`config.mk`:
```
export PLATFORM = sky130hd
export DESIGN_NAME = dma_priority_arbiter
export DESIGN_NICKNAME = d
export VERILOG_FILES = /design/src/rtl/dma_priority_arbiter.sv
export SDC_FILE = /design/constraint.sdc
export NUM_CORES = 1
export LEC_CHECK = 0
export CAP_MARGIN = 20
export CORE_MARGIN = 3
export CORE_UTILIZATION = 30
export CTS_CLUSTER_DIAMETER = 200
export DETAILED_ROUTE_END_ITERATION = 8
export PLACE_DENSITY = 0.57
export SLEW_MARGIN = 20
export SYNTH_ARGS = -nofsm -noshare
export SYNTH_HDL_FRONTEND = slang
export SYNTH_SLANG_ARGS = --single-unit
```
`constraint.sdc`:
```
create_clock -name CLK -period 5.45 [get_ports CLK]
set_input_delay 1.635 -clock CLK [delete_from_list [all_inputs] [get_ports CLK]]
set_output_delay 1.635 -clock CLK [all_outputs]
set_load 0.01 [all_outputs]
```
`src/rtl/dma_priority_arbiter.sv`:
```
// dma_priority_arbiter: DREQ synchroniser, fixed/rotating channel arbitration
// and grant lock/release for an 8237A-style DMA controller.
module dma_priority_arbiter #(
  parameter int NCH = 4
) (
  input  logic           CLK,
  input  logic           RESET_N,
  input  logic [NCH-1:0] DREQ,
  input  logic [7:0]     commandReg,
  input  logic [NCH-1:0] maskReg,
  input  logic [NCH-1:0] requestReg,
  input  logic           IDLE_CYCLE,
  input  logic           validDACK,
  input  logic           EOP_N,
  output logic [NCH-1:0] VALID_DREQ,
  output logic           grantValid,
  output logic [1:0]     grantChannel,
  output logic [NCH-1:0] DACK,
  output logic [NCH-1:0] reqClear
);

  typedef enum logic {
    ST_ARB,
    ST_GRANT
  } state_t;

  state_t         state_q, state_d;
  logic [NCH-1:0] dreqSync_q;
  logic [NCH-1:0] vdreq_q, vdreq_d;
  logic [1:0]     gch_q, gch_d;
  logic [1:0]     lowPri_q, lowPri_d;
  logic           eopSeen_q, eopSeen_d;
  logic [NCH-1:0] reqClear_q, reqClear_d;

  logic [NCH-1:0] req;
  logic [NCH-1:0] win;
  logic [1:0]     idx;
  logic [1:0]     vdEnc;
  logic [NCH-1:0] dackAct;
  logic           unused_cmd;

  assign unused_cmd = ^{commandReg[5], commandReg[3], commandReg[1:0]};

  always_comb begin
    req = ((dreqSync_q ^ {NCH{commandReg[6]}}) & ~maskReg) | requestReg;
    if (commandReg[2]) req = '0;
  end

  // Walk from lowest to highest priority so the last hit wins.
  always_comb begin
    win = '0;
    idx = '0;
    for (int k = NCH - 1; k >= 0; k--) begin
      idx = commandReg[4] ? lowPri_q + 2'(k + 1) : 2'(k);
      if (req[idx]) begin
        win      = '0;
        win[idx] = 1'b1;
      end
    end
  end

  always_comb begin
    vdEnc = 2'd0;
    unique case (1'b1)
      vdreq_q[0]: vdEnc = 2'd0;
      vdreq_q[1]: vdEnc = 2'd1;
      vdreq_q[2]: vdEnc = 2'd2;
      vdreq_q[3]: vdEnc = 2'd3;
      default:    vdEnc = 2'd0;
    endcase
  end

  always_comb begin
    state_d    = state_q;
    vdreq_d    = vdreq_q;
    gch_d      = gch_q;
    lowPri_d   = lowPri_q;
    eopSeen_d  = eopSeen_q;
    reqClear_d = '0;
    unique case (state_q)
      ST_ARB: begin
        if (IDLE_CYCLE) begin
          vdreq_d = win;
        end else if (|vdreq_q) begin
          state_d   = ST_GRANT;
          gch_d     = vdEnc;
          eopSeen_d = 1'b0;
        end
      end
      ST_GRANT: begin
        if (!EOP_N) eopSeen_d = 1'b1;
        if (IDLE_CYCLE) begin
          state_d   = ST_ARB;
          vdreq_d   = '0;
          eopSeen_d = 1'b0;
          if (commandReg[4]) lowPri_d = gch_q;
          if (eopSeen_q || !EOP_N) reqClear_d[gch_q] = 1'b1;
        end
      end
    endcase
  end

  always_ff @(posedge CLK) begin
    if (!RESET_N) begin
      state_q    <= ST_ARB;
      dreqSync_q <= '0;
      vdreq_q    <= '0;
      gch_q      <= 2'd0;
      lowPri_q   <= 2'd3;
      eopSeen_q  <= 1'b0;
      reqClear_q <= '0;
    end else begin
      state_q    <= state_d;
      dreqSync_q <= DREQ;
      vdreq_q    <= vdreq_d;
      gch_q      <= gch_d;
      lowPri_q   <= lowPri_d;
      eopSeen_q  <= eopSeen_d;
      reqClear_q <= reqClear_d;
    end
  end

  assign VALID_DREQ   = vdreq_q;
  assign grantValid   = (state_q == ST_GRANT);
  assign grantChannel = gch_q;
  assign reqClear     = reqClear_q;

  always_comb begin
    dackAct = '0;
    if (grantValid && validDACK) dackAct[gch_q] = 1'b1;
    DACK = dackAct ^ {NCH{~commandReg[7]}};
  end

endmodule

```
-- Word level (Yosys, flattened, before mapping)
Index checks and enable logic that the tools add are counted.
- add/sub/neg operators: 3
- $lt $le $gt $ge: 10
- equal/unequal tests: 5
- mux-type cells: 41
- bitwise gates (word level): 8
- reduce and logical (&&, ||, !) cells: 14
- operators by type and width (cell ; count):
    4-bit 2-to-1 mux ; 8
    1-bit 2-to-1 mux ; 16
    2-bit by 3-bit < comparator with 1-bit output (second input constant) ; 5
    1-bit demux with 2-bit select ; 5
    2-bit by 1-bit >= comparator with 1-bit output (second input constant) ; 5
    3-bit AND reduction ; 3
    1-bit binary-select mux with 2-bit select ; 4
    2-bit 2-to-1 mux ; 4
    2-bit != test (second input constant) ; 4
    4-bit one-hot mux with 2 select lines ; 1
    4-bit bitwise XOR ; 2
    1-bit logical AND ; 6
    2-bit one-hot mux with 3 select lines ; 1
    2-bit adder (second input constant) ; 2
    4-bit AND ; 1
    4-bit NOT ; 1
    4-bit OR ; 1
    1-bit one-hot mux with 2 select lines ; 2
    4-bit AND reduction ; 1
    4-bit OR reduction ; 1
    3-bit != test (second input constant) ; 1
    1-bit NOT ; 3
    2-bit by 1-bit adder with 2-bit output (second input constant) ; 1
    2-bit AND reduction ; 1
    2 further kinds ; 2
- register bits after elaboration: 18
- input port bits: 25
- output and inout port bits: 15
- word-level logic and storage cells: 88

-- Logic depth before layout (Yosys ltp)
Gate-level depths: netlist of the first run.
- depth after elaboration: 12
- mapped depth: 7
- depth with buffers taken out: 6

-- Least setup slack after synthesis of the first run
OpenSTA, ideal clock, no wires.
- kind: input-to-output
- start point: input port validDACK
- end point: output port DACK[0]
- arrival time: 2.033 ns
- data required time: 3.815 ns
- slack: 1.782 ns
- stages: 3
- path buffers: 0
- cell sequence: nand2_1 -> nor3_1 -> xnor2_1
- word-level cells in the longest chain between the ends: 3
- RTL lines (what ; line ; RTL):
    start: declaration ; 13 ; input logic validDACK,
    1-bit logical AND ; 130 ; if (grantValid && validDACK) dackAct[gch_q] = 1'b1;
    4-bit 2-to-1 mux ; 130 ;
    4-bit bitwise XOR ; 131 ; DACK = dackAct ^ {NCH{~commandReg[7]}};
    end: declaration ; 18 ; output logic [NCH-1:0] DACK,
No other way between the ends.

-- Final worst setup path of the first run
Ends and elaborated chain as after synthesis.

==> summary.md, run 1 <==
| Metric | Value |
|---|---|
| Final wirelength | `2.98 mm` |
| Min-Delay Path Class | `reg2reg` |
| Overall Power | `313 µW` |
| Via count | `1,074` |
| Status | `complete, no violations` |
| Mapped Cells | `138` |
| H-tree levels | `1` |
| Row count | `21` |
| Arr. time, crit path | `3.13 ns` |
| Reg-to-Reg Start | `lowPri_q[0]` |
| Die X | `66.6 µm` |
| Total congestion overflow | `0` |
| Clock buffer depth | `2` |
| Post-synth ARST share | `0%` |
| M2 GR Usage | `24.9%` |
| Post-route DRC | `0` |
| Worst VDD drop | `0.000134 V` |
| First DRT Iteration DRCs | `103` |
| Final count of hold timing violations | `0` |
| Worst-path fanout max | `4` |
| Worst slew pin tran | `0.458 ns` |
| Count of different cell masters after synthesis | `40` |
| Max-cap violations | `0` |
| Ys Warns | `0` |
| PnR worst setup slack | `0.689 ns` |
| Reg2reg end | `VALID_DREQ[0]` |
| Vias in the first global route | `1,122` |
| Hold_ws | `0.499 ns` |
| GRT Overall Usage | `14.9%` |
| Crit. End Element | `primary output` |
| Final Cell Area | `1510 µm²` |
| Clock sinks | `18` |
| ANT nets after route | `0` |
| Final GP Congestion | `0.798` |
| Met1 GRT Util | `17.5%` |
| Worst skew pair latency | `0.25 ns` |
| Predominant post-synthesis flop cell | `dfxtp_1` |
| Mapped Area | `1100 µm²` |
| CTS tree | `built` |
| Final period util | `87.4%` |
| I/O pin cnt | `40` |
| Post-synthesis sequential area ratio | `32.7%` |
| Worst setup SP type | `input port` |
| M3 GR Usage | `5.06%` |
| Worst R2R Setup Slack | `3.62 ns` |
| # nets final | `194` |
| Fin Setup TNS | `0 ns` |
| Post-synthesis area per instance | `7.98 µm²` |
| Most Crowded Layer GR | `met2` |
| Initial Util | `32.0%` |
| Final-layout fill cell count | `361` |
| Area occupied by multi-input gates | `687 µm²` |
| Pre-Repair DR Iteration Count | `4` |
| #FFs+latches synth | `18` |
| WL/cell | `14.0 µm` |
| Number of synthesized flops with an enable pin | `0` |
| Final worst path period need | `4.76 ns` |
| Antenna cells | `0` |
| Post-Place Cell Area | `1470 µm²` |
| Chip height | `66.6 µm` |
| Vias per Instance | `5.04` |
| Commonest non-fill, non-tap cell in the layout | `clkdlybuf4s50_1` |
| Initial antenna violation count | `0` |
| Die ar. | `4430 µm²` |
| Most frequent cells in the layout | `clkdlybuf4s50_1, nand2_1, dfxtp_1` |
| Global-route wire length before repair | `5.04 mm` |
| Core area | `3440 µm²` |
| Hold EP | `VALID_DREQ[2]` |
| Clk slew on worst S/H paths | `0.07 ns` |
| Post-CTS setup buffers | `0` |
| Slew margin rel. | `69.4%` |
| Hold Crit Start | `VALID_DREQ[2]` |
| Worst hold path depth | `2` |
| CTS root buffer | `clkbuf_8` |
| Hold Buf Count CTS | `0` |
| Layout area overhead | `36.9%` |
| Unrepaired setup endpoints after global routing | `no` |
| Leakage Power | `0.548 nW` |
| Final setup violation count | `0` |
| Largest net degree at the start of global routing | `14` |
| R2R depth | `6` |
| Resized Gates After CTS | `0` |
| Share of layout cells above drive strength 1 | `6.59%` |
| Slew Viols, Final | `0` |
| DP Worst Slack | `0.680 ns` |
| Fmax | `210 MHz` |
| Worst EP required | `3.82 ns` |
| Syn nets | `163` |
| DP HPWL | `2.26 mm` |
| Crit Path Class | `in2out` |
| Pwr dens | `207 nW/µm²` |
| Register Area | `360 µm²` |
| Clock skew | `0.00687 ns` |
| CTS Buf Count | `3` |
| # port buffers | `35` |
routing by layer:
metal / routed length, µm / share of wire, %
met3: 161 / 5.4
met5: 0 / 0
met4: 55 / 1.8
met1: 1310 / 44
met2: 1450 / 49
critical path, cell delays in order:
cell	delay (ns)
clkdlybuf4s50_1	0.53
nand2_1	0.07
nor3_1	0.19
xnor2_1	0.15
clkdlybuf4s50_1	0.56
state kept, by name (all words and copies together), names as in the netlist:
| signal | cells |
|---|---|
| grantValid | 1 |
| VALID_DREQ | 4 |
| grantChannel | 2 |
| dreqSync_q | 4 |
| lowPri_q | 2 |
| eopSeen_q | 1 |
| reqClear | 4 |
how the worst max path moves through the flow:
stage	startpoint	end	slack, ns	cells after the start
global route	validDACK	DACK[0]	0.60	5
global placement	validDACK	DACK[0]	0.73	5
finish	validDACK	DACK[0]	0.69	5
detailed placement	validDACK	DACK[0]	0.68	5
CTS	validDACK	DACK[0]	0.67	5
floorplan	validDACK	DACK[0]	1.78	3
synthesized netlist by cell type, types with 2 or more instances:
cell type   n  area (µm²)
mux2_2      2        22.5
nand2b_1    4        25.0
o21ai_1     3        15.0
nand4b_1    2        17.5
xor2_1      3        26.3
a21oi_1     7        35.0
xnor2_2     3        48.8
clkbuf_1    7        26.3
o21a_1      2        15.0
nor3b_1     3        22.5
o21bai_1    3        22.5
nand2_1    19        71.3
mux2i_1     2        20.0
inv_1       3        11.3
o22ai_1     2        12.5
a21boi_1    2        15.0
nor3_1      6        30.0
nor2_1     14        52.6
xnor2_1     2        17.5
o2111ai_1   2        17.5
nand4_1     4        25.0
dfxtp_1    18         360
nand3_1     3        15.0
o21ai_0     3        15.0
and2_1      4        25.0
per-stage QoR:
stage	std cells	util (%)
global route	213	43.8
floorplan	138	-
detailed placement	210	42.6
CTS	213	43.8
finish	213	43.8
global placement	210	42.6
report_power, final:
| group | internal [mW] | switching, mW |
|---|---|---|
| sequential | 0.137 | 0.00851 |
| clock | 0.0491 | 0.0443 |
| combinational | 0.0404 | 0.0333 |
final cells by class:
| class | instances | share of cell area [%] |
|---|---|---|
| Sequential cell | 18 | 23.9 |
| Tap cell | 46 | 3.82 |
| Timing Repair Buffer | 35 | 23.2 |
| Clock buffer | 3 | 2.74 |
| Multi-Input combinational cell | 108 | 45.6 |
| Inverter | 3 | 0.747 |
kinds of logic (layout without fill, tap and decap cells):
family	count (synthesis)	count (layout)	share of synthesized area (%)
AND/OR/NAND/NOR	62	62	27.7
AO/OA/AOI/OAI	33	33	21.0
multiplexers	5	5	5.23
buffers and inverters	12	41	4.89
XOR/XNOR	8	8	8.41
flip-flops	18	18	32.7
Note: power is estimated with default switching activity, not from simulation.
==> inputs of run 2 (changes only) <==
clock period = 5.2 ns   (was 5.45 ns; I/O delays follow)
==> summary.md, run 2 (synthesis results as in run 1) <==
| Metric | Value |
|---|---|
| Pwr dens | `225 nW/µm² (+8.7%)` |
| Worst slew pin tran | `0.478 ns (+0.0205 ns)` |
| Hold Buf Count CTS | `0 (unchanged)` |
| Resized Gates After CTS | `0 (unchanged)` |
| Clock buffer depth | `2 (unchanged)` |
| Worst setup SP type | `input port` |
| Crit path buf inv count | `2 (unchanged)` |
| Clock skew | `0.00478 ns (-0.00210 ns)` |
| Largest net degree at the start of global routing | `14 (unchanged)` |
| CP endpoint | `DACK[0]` |
| R2R depth | `6 (unchanged)` |
| Die ar. | `4430 µm² (unchanged)` |
| Worst skew pair latency | `0.25 ns (about the same)` |
| Beginning of the critical path | `validDACK` |
| Vias in the first global route | `1,084 (-3.4%)` |
| Crit Path Class | `in2out` |
| I/O pin cnt | `40 (unchanged)` |
| Post-CTS setup buffers | `0 (unchanged)` |
| Part of the power in registers | `44.5% (-2.1 points)` |
| Worst-path fanout max | `4 (unchanged)` |
| Layout area overhead | `38.2%` |
| Worst EP required | `3.64 ns (-0.18 ns)` |
| Slowest-stage cell, CP | `clkdlybuf4s50_1` |
| WP depth | `5 (unchanged)` |
| Die X | `66.6 µm (unchanged)` |
| Unrepaired setup endpoints after global routing | `no` |
| Row count | `21 (unchanged)` |
| Slew margin rel. | `68.0% (-1.4 points)` |
| Placed cells | `210 (unchanged)` |
| Worst hold path depth | `2 (unchanged)` |
| Sw frac | `26.1% (-1.4 points)` |
| Crit. End Element | `primary output` |
| Final setup violation count | `0 (unchanged)` |
| First DRT Iteration DRCs | `59 (-43%)` |
| Core area | `3440 µm² (unchanged)` |
| Pre-Repair DR Iteration Count | `4 (unchanged)` |
| Reg2reg end | `VALID_DREQ[2]` |
| CTS Buf Count | `3 (unchanged)` |
| Final non-filler cell total | `214 (+0.47%)` |
| Net Switching | `89.7 µW (+4.1%)` |
| Via count | `1,090 (+1.5%)` |
| Initial antenna violation count | `0 (unchanged)` |
| Fmax | `217 MHz` |
| DP HPWL | `2.26 mm (-0.27%)` |
| Most frequent cells in the layout | `clkdlybuf4s50_1, nand2_1, dfxtp_1` |
| Status | `complete, no violations` |
| Initial Util | `32.0% (unchanged)` |
| Reg-to-Reg Start | `lowPri_q[0]` |
| ANT nets after route | `0 (unchanged)` |
| Antenna cells | `0 (unchanged)` |
| H-tree levels | `1 (unchanged)` |
| Final core occ | `44.2% (+0.40 points)` |
| Final period util | `88.8%` |
| GRT Overall Usage | `13.9% (-1.0 points)` |
| Worst VDD drop | `0.0000909 V (-32%)` |
| Final count of hold timing violations | `0 (unchanged)` |
| Hold_ws | `0.495 ns (-0.00429 ns)` |
| Fin Setup TNS | `0 ns (unchanged)` |
| CP cell instances | `clkdlybuf4s50_1 > nand2_1 > nor3_1 > xnor2_1 > clkdlybuf4s50_1` |
| Final GP Congestion | `0.796 (-0.35%)` |
| Kind of cell adding the most delay to the critical path | `buffers and inverters` |
| Arr. time, crit path | `3.06 ns (-0.07 ns)` |
| # nets final | `194 (unchanged)` |
| WL/cell | `13.6 µm (-3.0%)` |
| Pint | `253 µW (+12%)` |
| Global-route wire length before repair | `4.71 mm (-6.6%)` |
| Share of layout cells above drive strength 1 | `7.14% (+0.56 points)` |
| # port buffers | `35 (unchanged)` |
| Min-Delay Path Class | `reg2reg` |
| Total congestion overflow | `0 (unchanged)` |
| Vias per Instance | `5.09 (+1.0%)` |
| Most used cell, CP | `clkdlybuf4s50_1` |
| Clk pwr share | `33.0% (+3.1 points)` |
| Chip height | `66.6 µm (unchanged)` |
| Max-cap violations | `0 (unchanged)` |
| Slew Viols, Final | `0 (unchanged)` |
| Worst path max stage delay | `0.56 ns (about the same)` |
| Clock sinks | `18 (unchanged)` |
| Commonest non-fill, non-tap cell in the layout | `clkdlybuf4s50_1` |
| CTS tree | `built` |
| Final wirelength | `2.91 mm (-2.5%)` |
| Post-route DRC | `0 (unchanged)` |
| CTS root buffer | `clkbuf_8` |
| Leakage Power | `0.555 nW (+1.3%)` |
| Final worst path period need | `4.62 ns` |
| Worst R2R Setup Slack | `3.34 ns (-0.28 ns)` |
| Clk slew on worst S/H paths | `0.07 ns (about the same)` |
| Gate power share | `22.5% (-1.1 points)` |
-- run 2: changes by cell type in the layout (fill, tap and decap cells not counted), sizes merged --
cell    delta
clkbuf     +1
-- run 2: metal layers --
metal	vias up	track usage (%)	routed length, µm
met5	-	0	0
met4	0	5.33	40
met3	5	3.71	145
met2	25	25.0	1470
met1	507	15.5	1260
li1	553	-	-
-- run 2: power groups by stage --
| stage | Sequential [mW] | Combinational (mW) | Clock, mW |
|---|---|---|---|
| finish | 0.153 | 0.0771 | 0.113 |
| global route | 0.154 | 0.0849 | 0.124 |
| CTS | 0.153 | 0.0778 | 0.118 |
| detailed placement | 0.156 | 0.0772 | 0 |
| global placement | 0.156 | 0.0769 | 0 |
| floorplan | 0.152 | 0.0454 | 0 |
-- run 2: worst min path at each step --
stage / end / startpoint
3_5_place_dp: VALID_DREQ[2] / VALID_DREQ[2]
6_report: VALID_DREQ[2] / VALID_DREQ[2]
3_3_place_gp: VALID_DREQ[2] / VALID_DREQ[2]
2_1_floorplan: VALID_DREQ[2] / VALID_DREQ[2]
4_1_cts: VALID_DREQ[2] / VALID_DREQ[2]
5_1_grt: VALID_DREQ[2] / VALID_DREQ[2]
-- run 2: layout make-up --
class	count	area, µm²
Timing Repair Buffer	35	350
Clock buffer	4	55.1
Inverter	3	11.3
Tap cell	46	57.6
Multi-Input combinational cell	108	687
Fill cell	364	1920
Sequential cell	18	360
-- run 2: through the flow --
step                      worst slack, ns  total power, mW  cell area (µm²)
after floorplan                      1.68            0.197             1100
after global placement              0.631            0.233             1470
after detailed placement            0.583            0.233             1470
after CTS                           0.578            0.348             1520
after global routing                0.495            0.362             1520
final                               0.582            0.343             1520
-- run 2: worst register-to-register path, delay by kind of cell (launching register included) --
kind | cells | cell delay, ns
buffers and inverters | 1 | 0.13
muxes | 1 | 0.34
AOI/OAI and AO/OA | 3 | 0.61
and+or+nand+nor | 1 | 0.15
DFF | 1 | 0.51
==> RTL edit 1: new RTL, config.mk and constraints of run 1 <==
Change the parameter `NCH` from 4 to 8.
--- a/src/rtl/dma_priority_arbiter.sv
+++ b/src/rtl/dma_priority_arbiter.sv
@@ -2,5 +2,5 @@
 // and grant lock/release for an 8237A-style DMA controller.
 module dma_priority_arbiter #(
-  parameter int NCH = 4
+  parameter int NCH = 8
 ) (
   input  logic           CLK,
Interface: changed (6 resized); port bits go from 40 to 64. No check against the original RTL was run, so the function may have changed too.
==> RTL edit 1 against run 1 <==
- power rose by 4.1%
- via count fell by 0.56%
- design area rose by 3.1%
- critical endpoint unchanged
- worst hold slack improved by 0.028 ns
- area after synthesis rose by 2.7%
- sequential cell count did not move
- core utilization rose by 0.67 points
- clock power rose by 20%
- non-clock buffer count rose by 4
- setup slack got worse by 0.0048 ns
- largest power group unchanged
- routed wire length fell by 7.2%
- sequential share of layout area fell by 0.71 points
- cell count rose by 2.8%
==> RTL edit 1: results (changes against run 1) <==
- Seq/Total Area, Yosys: 31.9% (was 32.7%)
- Post-DP HPWL: 2230 um (was 2260 um)
- Pre-CTS setup slack: 0.668 ns (was 0.680 ns)
- Final net count: 211 (was 194)
- Top cells by area, synth: dfxtp_1, buf_4, nand2_1 (was dfxtp_1, nand2_1, nor2_1)
- VDD IR max: 0.0836 mV (was 0.134 mV)
- Final core occ: 44.5% (was 43.8%)
- Compound-Gate Fraction of Synth Area: 19.7% (was 21.0%)
- Netlist cell types: 45 (was 40)
- DR iter-0 viols: 38 (was 103)
- Placed insts: 215 (was 210)
- FILL cells: 364 (was 361)
- Commonest cells post-synth: dfxtp_1, nand2_1, buf_4 (was nand2_1, dfxtp_1, nor2_1)
- Largest net degree at the start of global routing: 13 (was 14)
- Clock skew: 0.00734 ns (was 0.00687 ns)
- Vias in the first global route: 1,041 (was 1,122)
- Global-route wire length before repair: 4570 um (was 5040 um)
- Vias: 1,068 (was 1,074)
- Average size of a mapped cell: 8.08 um2 (was 7.98 um2)
- Final WL: 2770 um (was 2980 um)
- Synth Area in XOR/XNOR: 6.19% (was 8.41%)
- Cell Area, Placed: 0.00150 mm2 (was 0.00147 mm2)
- Number of vias per cell: 4.88 (was 5.04)
- Sw Ratio: 26.9% (was 27.5%)
- Critical Path Max Stage Delay: 0.55 ns
- Gpl congestion: 0.972 (was 0.798)
- Outcome: finished clean (unchanged)
- Gr usage total: 12.6% (was 14.9%)
RTL edit 1: cell count changes after synthesis, moves of 3 or more:
cell / change
buf_4: +11
nor2_1: -4
a21oi_1: -3
inv_1: +3
mux2i_1: +3
nor2b_1: +3
nor3_1: -3
o21bai_1: -3
xnor2_1: +3
xnor2_2: -3
RTL edit 1: path summary, 6_finish.rpt:
path / from / endpoint / slack (ns) / cells after the start
max: validDACK / DACK[0] / 0.68 / 5
min: VALID_DREQ[2]$_SDFFE_PN0P_ / VALID_DREQ[2]$_SDFFE_PN0P_ / 0.53 / 2
max reg2reg: lowPri_q[0]$_SDFFE_PN1P_ / VALID_DREQ[3]$_SDFFE_PN0P_ / 3.72 / 5
min reg2reg: VALID_DREQ[2]$_SDFFE_PN0P_ / VALID_DREQ[2]$_SDFFE_PN0P_ / 0.53 / 2
RTL edit 1: worst register-to-register path, stage by stage (launching register included):
cell      delay, ns
dfxtp_1        0.51
nand2b_1       0.19
nor2_1         0.09
a211o_1        0.37
nand2b_4       0.18
o41ai_2        0.30
RTL edit 1: final cells by class:
class	count	share of cell area, %
tap	46	3.70
multi-input combinational	104	42.5
clock buffer	4	3.54
inverter	8	1.93
sequential	18	23.2
timing repair buffer	39	25.1
RTL edit 1: power groups by stage:
stage                     Clock, mW  Sequential [mW]  Combinational, mW
after detailed placement          0            0.145             0.0707
after CTS                     0.115            0.142             0.0710
after floorplan                   0            0.143             0.0437
final                         0.112            0.142             0.0711
after global routing          0.120            0.143             0.0780
after global placement            0            0.145             0.0692
RTL edit 1: layer usage:
| layer | track usage, % | routed length, um | up-vias |
|---|---|---|---|
| met1 | 16.0 | 1220 | 491 |
| met5 | 0 | 0 | - |
| met3 | 2.00 | 159 | 2 |
| met2 | 22.0 | 1370 | 44 |
| li1 | - | - | 531 |
| met4 | 3.80 | 18 | 0 |
==> RTL edit 2: new RTL, flow settings as in run 1 <==
Without the edit above. Reset style: asynchronous (`RESET_N`), changed in one clocked block.
--- a/src/rtl/dma_priority_arbiter.sv
+++ b/src/rtl/dma_priority_arbiter.sv
@@ -101,5 +101,5 @@
   end
 
-  always_ff @(posedge CLK) begin
+  always_ff @(posedge CLK or negedge RESET_N) begin
     if (!RESET_N) begin
       state_q    <= ST_ARB;
Behaviour: differs if RESET_N is asserted again (counterexample within 4 cycles, from zero or initial values and one cycle with RESET_N low); with RESET_N held inactive, the same outputs for 10 cycles.
==> RTL edit 2 against run 1 <==
- clock skew hardly changed
- worst hold slack better by 0.044 ns
- routed wire length is 11% lower
- critical path type unchanged
- design area is 3.4% higher
- area after synthesis is 2.0% higher
- setup slack better by 0.026 ns
- non-clock buffer count stayed put
- cell count is 5.2% lower
- die area is 1.9% higher
- largest cell class unchanged
- fmax is 0.55% higher
- sequential cell count stayed put
Power is not compared: it rests on default switching activity, and its combinational part moved more than twofold at a synthesized area within 25%.
==> RTL edit 2: results (changes against run 1) <==
- Min Tclk post-route: 4.74 ns (was 4.76 ns)
- DR pass1 iterations: 4 (unchanged)
- Global-route wire length before repair: 4490 um (was 5040 um)
- Outcome: finished clean (unchanged)
- Top cells by area, synth: dfrtp_1, xor2_1, dfstp_2 (was dfxtp_1, nand2_1, nor2_1)
- FILL cells: 358 (was 361)
- CTS Buffer Depth: 2 (unchanged)
- Vias in the first global route: 947 (was 1,122)
- DR iter-0 viols: 34 (was 103)
- Post-DP HPWL: 2080 um (was 2260 um)
- Gr usage total: 13.1% (was 14.9%)
- Gpl congestion: 0.757 (was 0.798)
- Largest net degree at the start of global routing: 19 (was 14)
- Number of vias per cell: 5.00 (was 5.04)
- Commonest cells post-synth: dfrtp_1, nor2_1, nand2_1 (was nand2_1, dfxtp_1, nor2_1)
- Pre-CTS setup slack: 0.713 ns (was 0.680 ns)
- Seq/Total Area, Yosys: 40.3% (was 32.7%)
- WHS: 0.542 ns (was 0.499 ns)
- Final WL: 2650 um (was 2980 um)
- Slew @ Worst Pin: 0.803 ns (was 0.458 ns)
- Share of layout cells above drive strength 1: 12.2% (was 6.59%)
- R2R Setup Slk: 3.58 ns (was 3.62 ns)
- Netlist cell types: 38 (was 40)
- Critical path arrival: 3.10 ns (was 3.13 ns)
- FFs w/ async S/R, synth: 100% (was 0%)
- Clock skew: 0.00676 ns (was 0.00687 ns)
-- RTL edit 2: area by class of cell --
type	instances	share of cell area, %
Timing Repair Buffer	35	22.5
Inverter	4	0.963
Sequential cell	18	29.1
Multi-Input combinational cell	95	40.3
Clock buffer	4	3.53
Tap cell	46	3.69
-- RTL edit 2: path summary, 6_finish.rpt --
kind | startpoint | to | depth (start not counted)
worst max register to register | lowPri_q[1]$_DFFE_PN1P_ | VALID_DREQ[0]$_DFFE_PN0P_ | 6
min in group asynchronous | RESET_N | VALID_DREQ[2]$_DFFE_PN0P_ | 1
max in group asynchronous | RESET_N | dreqSync_q[2]$_DFF_PN0_ | 1
worst min register to register | eopSeen_q$_DFFE_PN0P_ | eopSeen_q$_DFFE_PN0P_ | 2
worst min-delay path | eopSeen_q$_DFFE_PN0P_ | eopSeen_q$_DFFE_PN0P_ | 2
worst max-delay path | validDACK | DACK[0] | 5
-- RTL edit 2: worst max-delay path: cells and delay by family --
family,cells,cell delay (ns)
and+or+nand+nor,2,0.24
xor gates and xnor gates,1,0.15
buffers and inverters,2,1.07
-- RTL edit 2: kinds of logic after synthesis --
| group | after synthesis | synth area share, % |
|---|---|---|
| simple gates | 55 | 26.4 |
| mux | 2 | 2.00 |
| compound gates | 30 | 21.3 |
| buf+inv | 9 | 3.79 |
| xor+xnor | 8 | 6.24 |
| flops | 18 | 40.3 |
-- RTL edit 2: per-stage QoR --
step	power, mW	instances	util [%]
after detailed placement	0.442	198	43.4
after global placement	0.436	198	43.4
after floorplan	0.346	122	-
after global routing	0.589	202	44.9
after CTS	0.553	202	44.9
final	0.545	202	44.9
-- RTL edit 2: power groups by stage --
stage          sequential (mW)  combinational [mW]  clock [mW]
4_1_cts                  0.221               0.220       0.112
3_5_place_dp             0.224               0.219           0
6_report                 0.222               0.217       0.106
3_3_place_gp             0.222               0.214           0
5_1_grt                  0.230               0.240       0.120
2_1_floorplan            0.203               0.143           0
-- RTL edit 2: layer usage --
layer	track usage, %	routed length (um)	up-vias
li1	-	-	494
met5	0	0	-
met1	19.2	1250	497
met3	2.33	76	2
met4	4.56	27	0
met2	19.4	1300	16
